==> config.mk <==
export PLATFORM = sky130hd
export DESIGN_NAME = queue_drain_scheduler
export DESIGN_NICKNAME = d
export VERILOG_FILES = /design/src/rtl/queue_drain_scheduler_pkg.sv /design/src/rtl/queue_drain_scheduler_rr_pick.sv /design/src/rtl/queue_drain_scheduler.sv
export SDC_FILE = /design/constraint.sdc
export NUM_CORES = 1
export LEC_CHECK = 0
export CAP_MARGIN = 40
export CORE_ASPECT_RATIO = 0.7
export CORE_UTILIZATION = 45
export CTS_CLUSTER_SIZE = 25
export DETAILED_ROUTE_END_ITERATION = 8
export PLACE_DENSITY = 0.85
export SLEW_MARGIN = 15
export SYNTH_ARGS = -nofsm -noshare
export SYNTH_HDL_FRONTEND = slang
export SYNTH_SLANG_ARGS = --single-unit
==> constraint.sdc <==
create_clock -name clk -period 3.7 [get_ports clk]
set_clock_uncertainty 0.05 [all_clocks]
set_input_delay 0.74 -clock clk [delete_from_list [all_inputs] [get_ports clk]]
set_output_delay 0.74 -clock clk [all_outputs]
set_load 0.005 [all_outputs]
==> src/rtl/queue_drain_scheduler_pkg.sv <==
// -----------------------------------------------------------------------------
// queue_sched_pkg
// Shared types and helpers for the queue drain scheduler:
//   sched_state_e : scheduler FSM state encoding (2 bits)
//   DROP_CNT_W    : width of the saturating aborted-dequeue counter
//   next_idx()    : modular increment that does not assume a power-of-two range
// -----------------------------------------------------------------------------
package queue_sched_pkg;

  typedef enum logic [1:0] {
    IDLE = 2'd0,
    DEQ  = 2'd1,
    WAIT = 2'd2,
    OUT  = 2'd3
  } sched_state_e;

  localparam int DROP_CNT_W = 8;

  // Wrap is an explicit compare against n-1 so non-power-of-two n works.
  function automatic int next_idx(input int idx, input int n);
    return (idx >= n - 1) ? 0 : idx + 1;
  endfunction

endpackage

==> src/rtl/queue_drain_scheduler_rr_pick.sv <==
// -----------------------------------------------------------------------------
// rr_pick
// Combinational rotating priority encoder: returns the first asserted request
// found searching upward from ptr_i, wrapping modulo NUM_Q.
//   req_i       : per-queue request (non-empty) flags
//   ptr_i       : index with highest priority this cycle
//   grant_idx_o : winning index (0 when no request)
//   grant_vld_o : high when any request is asserted
// -----------------------------------------------------------------------------
module rr_pick #(
  parameter int NUM_Q = 4,
  parameter int IDX_W = (NUM_Q > 1) ? $clog2(NUM_Q) : 1
) (
  input  logic [NUM_Q-1:0] req_i,
  input  logic [IDX_W-1:0] ptr_i,
  output logic [IDX_W-1:0] grant_idx_o,
  output logic             grant_vld_o
);

  int cand;

  // NOTE: every output gets a default before the loop so no latch is inferred.
  always_comb begin
    grant_idx_o = '0;
    grant_vld_o = 1'b0;
    cand        = 0;
    // Walk offsets from farthest to nearest; the nearest hit is written last
    // and therefore wins.
    for (int k = NUM_Q - 1; k >= 0; k--) begin
      cand = int'(ptr_i) + k;
      if (cand >= NUM_Q) cand = cand - NUM_Q;
      if (req_i[IDX_W'(cand)]) begin
        grant_idx_o = IDX_W'(cand);
        grant_vld_o = 1'b1;
      end
    end
  end

endmodule

==> src/rtl/queue_drain_scheduler.sv <==
// -----------------------------------------------------------------------------
// queue_drain_scheduler
// Round-robin drain of NUM_Q registered-read queues into one tagged stream,
// with a per-queue burst limit.
// Ports:
//   clk, rst_n   : clock (rising edge) and asynchronous active-low reset
//   enable       : gates the start of new transactions only
//   q_empty      : per-queue empty flags
//   q_data       : per-queue data_out, queue i at [i*WIDTH +: WIDTH]
//   q_deq        : one-hot dequeue strobe
//   out_valid    : out_data/out_src valid; held until out_ready
//   out_ready    : consumer accept
//   out_data     : captured word
//   out_src      : source queue index of out_data
//   busy         : FSM not idle
//   drop_cnt     : saturating count of dequeues aborted by an empty queue
// -----------------------------------------------------------------------------
module queue_drain_scheduler
  import queue_sched_pkg::*;
#(
  parameter  int WIDTH = 8,
  parameter  int NUM_Q = 4,
  parameter  int BURST = 2,
  localparam int IDX_W = (NUM_Q > 1) ? $clog2(NUM_Q) : 1
) (
  input  logic                   clk,
  input  logic                   rst_n,
  input  logic                   enable,
  input  logic [NUM_Q-1:0]       q_empty,
  input  logic [NUM_Q*WIDTH-1:0] q_data,
  output logic [NUM_Q-1:0]       q_deq,
  output logic                   out_valid,
  input  logic                   out_ready,
  output logic [WIDTH-1:0]       out_data,
  output logic [IDX_W-1:0]       out_src,
  output logic                   busy,
  output logic [DROP_CNT_W-1:0]  drop_cnt
);

  localparam int BCNT_W = $clog2(BURST + 1);

  sched_state_e          state_q;
  logic [IDX_W-1:0]      sel_q;
  logic [IDX_W-1:0]      rr_ptr_q;
  logic [BCNT_W-1:0]     burst_cnt_q;
  logic [WIDTH-1:0]      out_data_q;
  logic [IDX_W-1:0]      out_src_q;
  logic [DROP_CNT_W-1:0] drop_cnt_q;

  logic [IDX_W-1:0]      pick_idx;
  logic                  pick_vld;
  logic [WIDTH-1:0]      q_word [NUM_Q];

  always_comb begin
    for (int i = 0; i < NUM_Q; i++) q_word[i] = q_data[i*WIDTH +: WIDTH];
  end

  rr_pick #(
    .NUM_Q (NUM_Q),
    .IDX_W (IDX_W)
  ) u_rr_pick (
    .req_i       (~q_empty),
    .ptr_i       (rr_ptr_q),
    .grant_idx_o (pick_idx),
    .grant_vld_o (pick_vld)
  );

  // The strobe is gated by the live empty flag so an emptied queue is never
  // popped; that same condition is what the FSM counts as a drop.
  always_comb begin
    q_deq = '0;
    if (state_q == DEQ && !q_empty[sel_q]) q_deq[sel_q] = 1'b1;
  end

  assign out_valid = (state_q == OUT);
  assign busy      = (state_q != IDLE);
  assign out_data  = out_data_q;
  assign out_src   = out_src_q;
  assign drop_cnt  = drop_cnt_q;

  // NOTE: state is updated with non-blocking assignments so every register
  // samples the pre-edge values of the others.
  always_ff @(posedge clk or negedge rst_n) begin
    if (!rst_n) begin
      state_q     <= IDLE;
      sel_q       <= '0;
      rr_ptr_q    <= '0;
      burst_cnt_q <= '0;
      out_data_q  <= '0;
      out_src_q   <= '0;
      drop_cnt_q  <= '0;
    end else begin
      unique case (state_q)
        IDLE: begin
          if (enable && pick_vld) begin
            sel_q   <= pick_idx;
            state_q <= DEQ;
          end
        end
        DEQ: begin
          if (q_empty[sel_q]) begin
            // Aborted pop: rr_ptr is left alone so the same queue keeps priority.
            if (drop_cnt_q != '1) drop_cnt_q <= drop_cnt_q + 1'b1;
            state_q <= IDLE;
          end else begin
            state_q <= WAIT;
          end
        end
        WAIT: begin
          // Registered read port: data_out reflects the pop from the last edge.
          out_data_q <= q_word[sel_q];
          out_src_q  <= sel_q;
          state_q    <= OUT;
        end
        OUT: begin
          if (out_ready) begin
            if (enable && !q_empty[sel_q] && (int'(burst_cnt_q) + 1 < BURST)) begin
              burst_cnt_q <= burst_cnt_q + 1'b1;
              state_q     <= DEQ;
            end else begin
              rr_ptr_q    <= IDX_W'(next_idx(int'(sel_q), NUM_Q));
              burst_cnt_q <= '0;
              state_q     <= IDLE;
            end
          end
        end
        default: state_q <= IDLE;
      endcase
    end
  end

endmodule

==> metrics.txt <==
outcome=finished, violations left; failing checks=DRC; top-count cell post-synth=dfrtp_1; Worst-path clk slew=90 ps; Pint=1.004 mW; Post-Syn Area=1480 µm²; Die Span Y=49.99 µm; H-tree depth=1; Routability Congestion=0.7928; total vias in the final route=1192; residual DRC count=8; Synth area leader=dfrtp_1; Max clock buf depth=2; Worst setup EP type=output pin; TritonCTS clock tree=yes; final wirelength=3286 µm; Worst EP arrival=2730 ps; nets@finish=240; layout cells sized above 1=17.62%; Final Hold Vio Count=0; Fillers=222; Final WS setup=178.6 ps; RSZ-0062 raised after global routing=no; Seq pwr share=34.9%; worst slack, placed=-17.71 ps; vias per inst=5.160; hold_ws=441.0 ps; Setup Viol. Count Final=0; GR Overflow Total=0; count of cell types in the netlist=30; Multi-input gate area=792.0 µm²; Yosys top cell area share=43.96%; syn_nets=170; post-route ant nets=0; initial antenna violation count=0; synth cell count leaders=dfrtp_1, mux2_2, nand2_1; Peak VDD IR=0.3486 mV; ant diodes=0; critical path fanouts, max=5; die area=3526 µm²; DR pass1 iterations=6; GRT Resource Usage Total=20.62%; Switch Pwr=0.5048 mW; leak pwr=0.9366 nW; Final Cycle Share=95.17%; starting density of the core=47.02%; register area=650.6 µm²; crit path time final=3521 ps; R2R depth=5; fmax=284.0 MHz; syn_area_per_cell=11.94 µm²; #FFs+latches synth=26; cell chosen for the clock root=clkbuf_8; post-synthesis sequential area ratio=43.96%; Worst Hold End=burst_cnt_q[1]$_DFFE_PN0P_; max_cap viols=0; Logic pwr share=52.8%; R2R Path Start=sel_q[0]$_DFFE_PN0P_; critical path startpoint category=input pin; pin count of the biggest net entering global routing=27; Setup Crit Path Kind=in -> out; # IOs=64; switching share of power=33.46%; wire per inst=14.23 µm; worst-skew pair later-pin latency=270 ps; main area contributors after synthesis=dfrtp_1, mux4_2, mux2_2, ha_1, nand2_1; Cell Rows=17; hold depth=2; area delta synth->final=51.56%; Starting DRT DRC Count=63; top_reg_cell synth=dfrtp_1; Mapped Cells=124; Core Region=3148 µm²; Die W=70.55 µm; Async S/R FF share, synth=100.0%; postcts setup bufs=0; hold_sp=burst_cnt_q[1]$_DFFE_PN0P_; vias in the first global route=1177; Ys Warns=0; Final Max Slew Viols=0; Port Buf Inserts=63; reg2reg end=rr_ptr_q[1]$_DFFE_PN0P_; Clk pwr share=12.2%; Hold Path Class=reg -> reg; CP required=2910 ps; first-pass GRT wire length=5506 µm; number of flops mapped to enable cells by yosys=0; CTS sink count=26; hpwl dp=2517 µm; Num CTS Buffers=3; R2R setup slack=1830 ps; PwrDens=672.5 nW/µm²; max_slew headroom=66.39%; Worst Tran Pin Value=503.6 ps
[worst max-delay path, cell delays in order]
cell	delay, ps
clkdlybuf4s50_1	480
mux4_2	510
nor3b_2	320
and2_1	180
clkdlybuf4s50_1	500
[sequential cells by signal, indices dropped and copies added (netlist names), named ones only]
name	cells
sel_q	2
burst_cnt_q	2
rr_ptr_q	2
state_q	1
out_data	8
drop_cnt	8
out_src	2
[worst max path at each step]
stage / startpoint / endpoint / slack, ps / cells past startpoint
floorplan: q_empty[3] / q_deq[0] / 1150 / 3
global placement: q_empty[2] / q_deq[1] / 160 / 5
detailed placement: q_empty[2] / q_deq[3] / -20 / 5
CTS: q_empty[2] / q_deq[3] / 150 / 5
global route: q_empty[2] / q_deq[3] / 60 / 5
finish: q_empty[2] / q_deq[3] / 180 / 5
[layout by cell type (no fill, tap or decap), types with 2 or more instances in the layout]
cell type / n
xor2_1: 4
mux2_2: 13
dfrtp_1: 26
mux4_2: 8
nand3_1: 5
nor3_1: 3
nand2_1: 10
and2_1: 5
clkdlybuf4s50_1: 63
buf_4: 5
inv_1: 8
a21o_1: 2
xnor2_1: 3
nor2_1: 7
clkbuf_8: 4
o21ai_0: 3
nand4_1: 2
ha_1: 6
a21oi_1: 4
[layer usage]
layer  part of all wire, %  GRT usage (%)  vias up
met2                    48          33.98       46
met4                  0.70          5.000        0
met1                    43          26.59      555
met5                     0              0        -
li1                      -              -      587
met3                   8.0          6.748        4
[cell families after synthesis]
family	count (synthesis)	synth area share (%)
fa+ha+maj	6	5.072
flops	26	43.96
mux	22	23.84
xor+xnor	7	4.142
simple gates	37	12.17
compound gates	15	7.946
buf+inv	11	2.874
[power by group through the flow]
stage	registers, mW	clock network, mW	logic [mW]
6_report	0.527	0.184	0.797
5_1_grt	0.551	0.207	0.878
4_1_cts	0.526	0.192	0.810
3_5_place_dp	0.531	0	0.801
3_3_place_gp	0.526	0	0.779
2_1_floorplan	0.520	0	0.445
[layout make-up]
cell class	count	share of cell area (%)
clock buffer	4	2.454
inverter	8	1.339
multi-input combinational	87	35.30
sequential	26	29.00
tap	38	2.119
timing repair buffer	68	29.78
[per-stage QoR]
step           utilization (%)  setup TNS (ps)  total power, mW  std cells  instance area (µm²)
3_5_place_dp             69.36          -29.14            1.332        227                 2183
5_1_grt                  71.26               0            1.635        231                 2243
6_report                 71.26               0            1.509        231                 2243
3_3_place_gp             69.36               0            1.306        227                 2183
4_1_cts                  71.26               0            1.529        231                 2243
2_1_floorplan                -               0           0.9653        124                 1480
[what timing repair did]
item | 4_1_cts | 5_1_grt
endpoints found under the setup margin | 4 | 0
endpoints found under the hold margin | 0 | 0
hold buffers | 0 | 0
resized for setup | 1 | 0
No activity file was read; power rests on OpenSTA's default activity.
